===== src/rtl/fetch_unit_q_if.sv =====
// Fetch-unit bus: instruction-memory port, redirect input, output handshake with decoded fields, LED display.
// master = fetch unit, slave = surrounding pipeline / memory.
interface fetch_unit_q_if #(
    parameter int unsigned ADDR_W = 32
);
    logic              imem_en;
    logic [ADDR_W-1:0] imem_addr;
    logic [31:0]       imem_rdata;
    logic              redirect_valid;
    logic [ADDR_W-1:0] redirect_pc;
    logic              out_valid;
    logic              out_ready;
    logic [31:0]       out_inst;
    logic [ADDR_W-1:0] out_pc;
    logic [5:0]        op_code;
    logic [4:0]        rs_addr;
    logic [4:0]        rt_addr;
    logic [4:0]        rd_addr;
    logic [4:0]        shamt;
    logic [5:0]        funct;
    logic [1:0]        disp_sel;
    logic [7:0]        LED;

    modport master (
        output imem_en, imem_addr,
        input  imem_rdata,
        input  redirect_valid, redirect_pc,
        output out_valid, out_inst, out_pc,
        input  out_ready,
        output op_code, rs_addr, rt_addr, rd_addr, shamt, funct,
        input  disp_sel,
        output LED
    );

    modport slave (
        input  imem_en, imem_addr,
        output imem_rdata,
        output redirect_valid, redirect_pc,
        input  out_valid, out_inst, out_pc,
        output out_ready,
        input  op_code, rs_addr, rt_addr, rd_addr, shamt, funct,
        output disp_sel,
        input  LED
    );
endinterface


===== src/rtl/fetch_unit_q.sv =====
// MIPS instruction-fetch stage: PC, 1-cycle-latency imem port, credit-based prefetch FIFO, redirect flush.
// Optional byte display on LED enabled by defining FETCH_LED_DISP_EN.
module fetch_unit_q #(
    parameter int unsigned       ADDR_W     = 32,
    parameter logic [ADDR_W-1:0] RESET_PC   = '0,
    parameter int unsigned       PC_STEP    = 4,
    parameter int unsigned       FIFO_DEPTH = 4
) (
    input logic            clk,
    input logic            rst,
    fetch_unit_q_if.master bus
);
    localparam int unsigned       PTR_W   = $clog2(FIFO_DEPTH);
    localparam int unsigned       CNT_W   = PTR_W + 1;
    localparam logic [ADDR_W-1:0] STEP    = ADDR_W'(PC_STEP);
    localparam logic [CNT_W:0]    DEPTH_C = (CNT_W + 1)'(FIFO_DEPTH);

    logic [ADDR_W-1:0] pc;
    logic [ADDR_W-1:0] tag;
    logic              pending;
    logic [CNT_W-1:0]  count;
    logic [PTR_W-1:0]  rd_ptr;
    logic [PTR_W-1:0]  wr_ptr;
    logic [31:0]       inst_mem [FIFO_DEPTH];
    logic [ADDR_W-1:0] pc_mem   [FIFO_DEPTH];

    logic              issue;
    logic              push;
    logic              pop;
    logic              head_valid;
    logic [CNT_W:0]    credits_used;

    // An in-flight fetch already owns a FIFO slot; a same-cycle pop is not counted as a free slot.
    always_comb begin
        credits_used = {1'b0, count} + {{CNT_W{1'b0}}, pending};
        issue        = !rst && !bus.redirect_valid && (credits_used < DEPTH_C);
        head_valid   = (count != '0);
        pop          = head_valid && bus.out_ready;
        push         = pending;
    end

    // NOTE: sequential state uses non-blocking assignments so every register sees pre-edge values.
    always_ff @(posedge clk) begin
        if (rst) begin
            pc      <= RESET_PC;
            tag     <= '0;
            pending <= 1'b0;
            count   <= '0;
            rd_ptr  <= '0;
            wr_ptr  <= '0;
        end else if (bus.redirect_valid) begin
            pc      <= bus.redirect_pc;
            pending <= 1'b0;
            count   <= '0;
            rd_ptr  <= '0;
            wr_ptr  <= '0;
        end else begin
            if (issue) begin
                pc  <= pc + STEP;
                tag <= pc;
            end
            pending <= issue;
            if (push) wr_ptr <= wr_ptr + 1'b1;
            if (pop)  rd_ptr <= rd_ptr + 1'b1;
            count <= count + CNT_W'(push) - CNT_W'(pop);
        end
    end

    // NOTE: FIFO storage has no reset; count and pointers alone decide which entries are meaningful.
    always_ff @(posedge clk) begin
        if (push && !rst && !bus.redirect_valid) begin
            inst_mem[wr_ptr] <= bus.imem_rdata;
            pc_mem[wr_ptr]   <= tag;
        end
    end

    assign bus.imem_en   = issue;
    assign bus.imem_addr = pc;
    assign bus.out_valid = head_valid;
    assign bus.out_inst  = head_valid ? inst_mem[rd_ptr] : 32'h0;
    assign bus.out_pc    = head_valid ? pc_mem[rd_ptr] : '0;

    assign bus.op_code = bus.out_inst[31:26];
    assign bus.rs_addr = bus.out_inst[25:21];
    assign bus.rt_addr = bus.out_inst[20:16];
    assign bus.rd_addr = bus.out_inst[15:11];
    assign bus.shamt   = bus.out_inst[10:6];
    assign bus.funct   = bus.out_inst[5:0];

`ifdef FETCH_LED_DISP_EN
    always_comb begin
        // NOTE: LED gets a default before the case so no path leaves it unassigned (no latch).
        bus.LED = 8'h00;
        if (head_valid) begin
            case (bus.disp_sel)
                2'd0:    bus.LED = bus.out_inst[7:0];
                2'd1:    bus.LED = bus.out_inst[15:8];
                2'd2:    bus.LED = bus.out_inst[23:16];
                default: bus.LED = bus.out_inst[31:24];
            endcase
        end
    end
`else
    logic unused_disp_sel;
    assign unused_disp_sel = ^bus.disp_sel;
    assign bus.LED         = 8'h00;
`endif
endmodule


===== src/flat_wrapper.sv =====
// flat-port wrapper written by rule: the top's interface ports become plain ports
module fetch_unit_q_flat 
#(
    parameter int unsigned       ADDR_W     = 32,
    parameter logic [ADDR_W-1:0] RESET_PC   = '0,
    parameter int unsigned       PC_STEP    = 4,
    parameter int unsigned       FIFO_DEPTH = 4
)
  (clk, rst, bus_imem_en, bus_imem_addr, bus_imem_rdata, bus_redirect_valid, bus_redirect_pc, bus_out_valid, bus_out_inst, bus_out_pc, bus_out_ready, bus_op_code, bus_rs_addr, bus_rt_addr, bus_rd_addr, bus_shamt, bus_funct, bus_disp_sel, bus_LED);
  fetch_unit_q_if #(.ADDR_W(ADDR_W)) bus_i ();
  input logic clk;
  input logic rst;
  output wire logic [$bits(bus_i.imem_en)-1:0] bus_imem_en;
  output wire logic [$bits(bus_i.imem_addr)-1:0] bus_imem_addr;
  input wire logic [$bits(bus_i.imem_rdata)-1:0] bus_imem_rdata;
  input wire logic [$bits(bus_i.redirect_valid)-1:0] bus_redirect_valid;
  input wire logic [$bits(bus_i.redirect_pc)-1:0] bus_redirect_pc;
  output wire logic [$bits(bus_i.out_valid)-1:0] bus_out_valid;
  output wire logic [$bits(bus_i.out_inst)-1:0] bus_out_inst;
  output wire logic [$bits(bus_i.out_pc)-1:0] bus_out_pc;
  input wire logic [$bits(bus_i.out_ready)-1:0] bus_out_ready;
  output wire logic [$bits(bus_i.op_code)-1:0] bus_op_code;
  output wire logic [$bits(bus_i.rs_addr)-1:0] bus_rs_addr;
  output wire logic [$bits(bus_i.rt_addr)-1:0] bus_rt_addr;
  output wire logic [$bits(bus_i.rd_addr)-1:0] bus_rd_addr;
  output wire logic [$bits(bus_i.shamt)-1:0] bus_shamt;
  output wire logic [$bits(bus_i.funct)-1:0] bus_funct;
  input wire logic [$bits(bus_i.disp_sel)-1:0] bus_disp_sel;
  output wire logic [$bits(bus_i.LED)-1:0] bus_LED;
  assign bus_imem_en = bus_i.imem_en;
  assign bus_imem_addr = bus_i.imem_addr;
  assign bus_i.imem_rdata = bus_imem_rdata;
  assign bus_i.redirect_valid = bus_redirect_valid;
  assign bus_i.redirect_pc = bus_redirect_pc;
  assign bus_out_valid = bus_i.out_valid;
  assign bus_out_inst = bus_i.out_inst;
  assign bus_out_pc = bus_i.out_pc;
  assign bus_i.out_ready = bus_out_ready;
  assign bus_op_code = bus_i.op_code;
  assign bus_rs_addr = bus_i.rs_addr;
  assign bus_rt_addr = bus_i.rt_addr;
  assign bus_rd_addr = bus_i.rd_addr;
  assign bus_shamt = bus_i.shamt;
  assign bus_funct = bus_i.funct;
  assign bus_i.disp_sel = bus_disp_sel;
  assign bus_LED = bus_i.LED;
  fetch_unit_q #(.ADDR_W(ADDR_W), .RESET_PC(RESET_PC), .PC_STEP(PC_STEP), .FIFO_DEPTH(FIFO_DEPTH)) u_core (.clk(clk), .rst(rst), .bus(bus_i));
endmodule

===== config.mk =====
export PLATFORM = sky130hd
export DESIGN_NAME = fetch_unit_q_flat
export DESIGN_NICKNAME = d
export VERILOG_FILES = /design/src/rtl/fetch_unit_q_if.sv /design/src/rtl/fetch_unit_q.sv /design/src/flat_wrapper.sv
export SDC_FILE = /design/constraint.sdc
export NUM_CORES = 1
export LEC_CHECK = 0
export CORE_MARGIN = 3
export CORE_UTILIZATION = 27
export DETAILED_ROUTE_END_ITERATION = 10
export HOLD_SLACK_MARGIN = 0.15
export SETUP_SLACK_MARGIN = 0.05
export SYNTH_ARGS = -nofsm -noshare
export SYNTH_HDL_FRONTEND = slang
export SYNTH_SLANG_ARGS = --single-unit
export TNS_END_PERCENT = 30

===== constraint.sdc =====
create_clock -name clk -period 2.5 [get_ports clk]
set_input_delay 0.5 -clock clk [delete_from_list [all_inputs] [get_ports clk]]
set_output_delay 0.5 -clock clk [all_outputs]
set_load 0.005 [all_outputs]

After elaboration in Yosys (flattened, before gate mapping)
Memories as Yosys holds them, arrays and structs flattened. A register that Yosys moved wholly into a read port is not among the register bits.
Index checks and enable logic that the tools add are counted.
Cells by class
  $add $sub $neg: 6
  multipliers: 0
  divide/modulo/power cells: 0
  order comparisons: 1
  eq/ne operators: 0
  shifts and indexed selects: 0
  mux-type cells: 10
  bitwise gates (word level): 1
  reduce and logical (&&, ||, !) cells: 11
Operators with widths (number)
  $mux 32: 4
  $add 32x3->32 const B: 1
  $mux 2: 4
  $logic_and 1x1->1: 5
  $add 2x1->2 const B: 2
  $add 3x1->4: 1
  $lt 4x3->1 const B: 1
  $add 3x1->3: 1
  $reduce_bool 3->1: 1
  $sub 3x1->3: 1
  $logic_not 1->1: 2
  $mux 1: 2
  $reduce_and 2->1: 1
  $reduce_bool 2->1: 1
  $reduce_or 2->1: 1
  $not 1->1: 1
Word-level totals
  register bits: 72
  latch bits: 0
  RAM bits: 256
  bits in read-only memories: 0
  bits of input ports: 70
  logic and storage cells: 37
  memories kept: 2
Memory list
  u_core.inst_mem: words 4, width 32, rd ports 1, clocked after Yosys merged registers in 1, wr ports 1, line fetch_unit_q.sv:24  | logic [31:0] inst_mem [FIFO_DEPTH];
  u_core.pc_mem: words 4, width 32, rd ports 1, clocked after Yosys merged registers in 1, wr ports 1, line fetch_unit_q.sv:25  | logic [ADDR_W-1:0] pc_mem [FIFO_DEPTH];

Logic depth before layout (Yosys ltp)
  depth in word-level cells: 5
  mapped depth: 9
  gate-level depth less buffers: 9

Worst setup path after synthesis
No wires, ideal clock.
  path type: input port to flip-flop
  from: in bus_redirect_valid
  to: mem u_core.inst_mem[0][0], enable pin
  arrival: 2288 ps
  setup slack: -217 ps
  stages: 2
  path buffers: 0
  cell sequence: nor2_1 -> and3_1
On the way
  cells in the longest elaborated chain, start to end: 4
Ends and longest elaborated chain
  from (decl): line flat_wrapper.sv:16  | input wire logic [$bits(bus_i.redirect_valid)-1:0] bus_redirect_valid;
  $logic_not 1->1: line fetch_unit_q.sv:71  | if (push && !rst && !bus.redirect_valid) begin
  $logic_and 1x1->1: line fetch_unit_q.sv:71
  $mux 1: line fetch_unit_q.sv:71
  $mux 1 (implied by the code): line fetch_unit_q.sv:72  | inst_mem[wr_ptr] <= bus.imem_rdata;
  to (decl): line fetch_unit_q.sv:24
Every way passes these cells.

==> impl_metrics.tcl <==
set metrics [dict create \
    ant_nets 0 \
    ys.flop_type "edfxtp_1" \
    drive_gt1_share_pct 34.2 \
    p_leak_nw 6.39 \
    num_vias 7794 \
    cp.required_ns 2.00 \
    io_pins 208 \
    synth_area_leaders "edfxtp_1, dfxtp_1, mux4_2" \
    reg2reg_to "u_core.bus.imem_addr[31]$_SDFFE_PP0P_" \
    yosysTopAreaCellShare_pct 57.4 \
    cts_tree "yes" \
    crit_fanout 5 \
    cap_violations 0 \
    ys_async_sr_fraction_pct 0 \
    setup_viol 49 \
    hold_violations 0 \
    tightest_slew_ns 0.769 \
    ys_types 46 \
    n_fill_cell 4558 \
    power_density_mw_per_mm2 716 \
    fin_crit_ns 2.61 \
    wire_per_inst_um 19.3 \
    dp_cells 1663 \
    worstRegToRegCells 8 \
    grtUsageTotal_pct 13.0 \
    path_clk_slew_ns 0.06 \
    hpwl_um 21100 \
    cts_buffers 39 \
    grt_pass1_vias 8224 \
    diodes 0 \
    crit_path_start_kind "register" \
    skew_ns 0.0212 \
    synth_area_per_cell_um2 15.7 \
    yosysWarnings 0 \
    maxSlewHeadroom_pct 48.8 \
    vdd_drop_max_uv 345 \
    clockRootBuffer "clkbuf_16" \
    synthToLayoutAreaGrowth_pct 35.8 \
    core_area_mm2 0.0483 \
    layout_common_cells "edfxtp_1, clkdlybuf4s50_1, nand2_1" \
    period_share_pct 104 \
    ff2ff_setup_slack_ns 0.24 \
    ys_seq_area_share_pct 68.5 \
    fin_ws_ns -0.109 \
    fin_nets 1162 \
    instances_no_fill 1770 \
    die_area_mm2 0.0523 \
    route.detailed.drc 0 \
    wirelength_um 34100 \
    hold_path.class "register to register" \
    synth_top_cell_by_area "edfxtp_1" \
    synth_area_mm2 0.0134 \
    avgViaCountPerCell 4.40 \
    synth_seq_cells 330 \
    initial_core_util_pct 27.7 \
    antenna_found_initial 2 \
    worst_setup_path_end_kind "output port" \
    final_common_cell "edfxtp_1" \
    dr.pass1.iters 5 \
    dpl_worst_slack_ns 0.0461 \
    final_util_pct 37.6 \
    setup.worst_path.class "register to output port" \
    insertion_delay_ns 0.54 \
    critPathCapture "bus_out_inst[26]" \
    overflow 0 \
    violations "setup timing" \
    routabilityCongestion 0.733 \
    die_w_um 229 \
    worstPathArrival_ns 2.11 \
    grt_pass1_wl_um 51500 \
    grt_start_max_net_pins 66 \
    port_buffers 197 \
    fmax_ghz 0.383 \
    outcome "finished, violations left" \
    synth_edf_count 256 \
    clock_path_buffers 3 \
    netlist_instances 852 \
    cts_num_sinks 330 \
    die_h_um 229 \
    drtIter0Drc 481 \
    worstReg2RegStart "u_core.count[1]$_SDFF_PP0_" \
    cts_max_level 2 \
    rsz0062_at_grt "true" \
    drv_slew 0 \
    rows 80 \
]
==> how the worst min path moves through the flow <==
stage,startpoint,end,cells past startpoint
after global routing,rst,u_core.count[0]$_SDFF_PP0_,4
after CTS,rst,u_core.count[0]$_SDFF_PP0_,4
after detailed placement,u_core.bus.imem_addr[0]$_SDFFE_PP0P_,u_core.tag[0]$_SDFFE_PP0P_,2
after floorplan,u_core.tag[0]$_SDFFE_PP0P_,u_core.pc_mem[0][0]$_DFFE_PP_,0
after global placement,u_core.bus.imem_addr[0]$_SDFFE_PP0P_,u_core.tag[0]$_SDFFE_PP0P_,2
final,u_core.bus.imem_addr[0]$_SDFFE_PP0P_,u_core.tag[0]$_SDFFE_PP0P_,2
==> stage by stage <==
stage                     hold WS [ns]  cell area, um^2  power (mW)  setup TNS, ns
final                            0.481            18200        13.0          -3.48
after global routing             0.492            18200        13.5         -10.51
after CTS                        0.453            18200        13.2         -10.92
after detailed placement         0.471            16300        7.04              0
after global placement           0.477            16300        7.03              0
after floorplan                  0.460            13400        6.52         -13.80
==> Yosys cell counts (all sizes together) (2+ instances only) <==
cell type and count:
clkbuf 36, a211oi 24, nand4 5, mux4 64, dfxtp 74, a21oi 39
nor4 9, inv 11, and4 6, nor4b 7, edfxtp 256, xor2 3
nor3 5, and2 69, nand2 79, xnor2 28, nor3b 2, buf 56
nand3 7, o21bai 5, nor2 33, mux2i 3, ha 8, nor2b 2
and3 6, or2 2, or3 2
==> cell families (layout without fill, tap and decap cells) <==
kind of cell    count (synthesis)  in the layout  synth area share, %
flops                         330            330                 68.5
simple gates                  239            239                 9.91
buf+inv                       103            358                 4.29
compound gates                 71             71                 3.29
mux                            68             68                 11.1
xor+xnor                       31             31                 2.03
fa+ha+maj                       9              9                0.897
other cells                     1              8               0.0280
==> power by group <==
group	switching (mW)	internal [mW]	total, mW
clock	2.26	3.74	5.99
sequential	0.0830	5.96	6.05
combinational	0.425	0.546	0.972
==> sequential cells by signal, indices dropped and copies added, names as in the netlist, named ones only <==
signal,cells
u_core.inst_mem,128
u_core.pc_mem,128
u_core.bus.imem_addr,32
u_core.tag,32
u_core.count,3
u_core.rd_ptr,2
u_core.wr_ptr,2
u_core.pending,1
==> area by class of cell <==
cell class | instances | area (um^2) | share of cell area, %
Sequential cell | 330 | 9180 | 50.5
Multi-Input combinational cell | 426 | 3860 | 21.2
Timing Repair Buffer | 275 | 2910 | 16.0
Clock buffer | 50 | 1060 | 5.82
Tap cell | 656 | 821 | 4.51
Clock inverter | 22 | 312 | 1.71
Inverter | 11 | 41.3 | 0.227
==> layer usage <==
metal | vias up | track usage [%] | wire length (um)
met3 | 37 | 3.96 | 2340
met2 | 229 | 21.5 | 16500
li1 | 3617 | - | -
met1 | 3907 | 16.9 | 14800
met5 | - | 0 | 34
met4 | 4 | 2.84 | 450
==> critical path, cell delays in order (launching register included) <==
cell and delay (ns):
dfxtp_4 0.40, buf_8 0.15, buf_16 0.13, buf_8 0.10, mux4_2 0.50, and2_4 0.19, buf_6 0.11
==> what timing repair did <==
action	4_1_cts	5_1_grt
endpoints found under the setup margin	98	97
resized for setup	442	66
pin swaps	13	3
hold buffers	0	0
cloned	6	0
setup buffers	28	1
No activity file was read; power rests on OpenSTA's default activity.
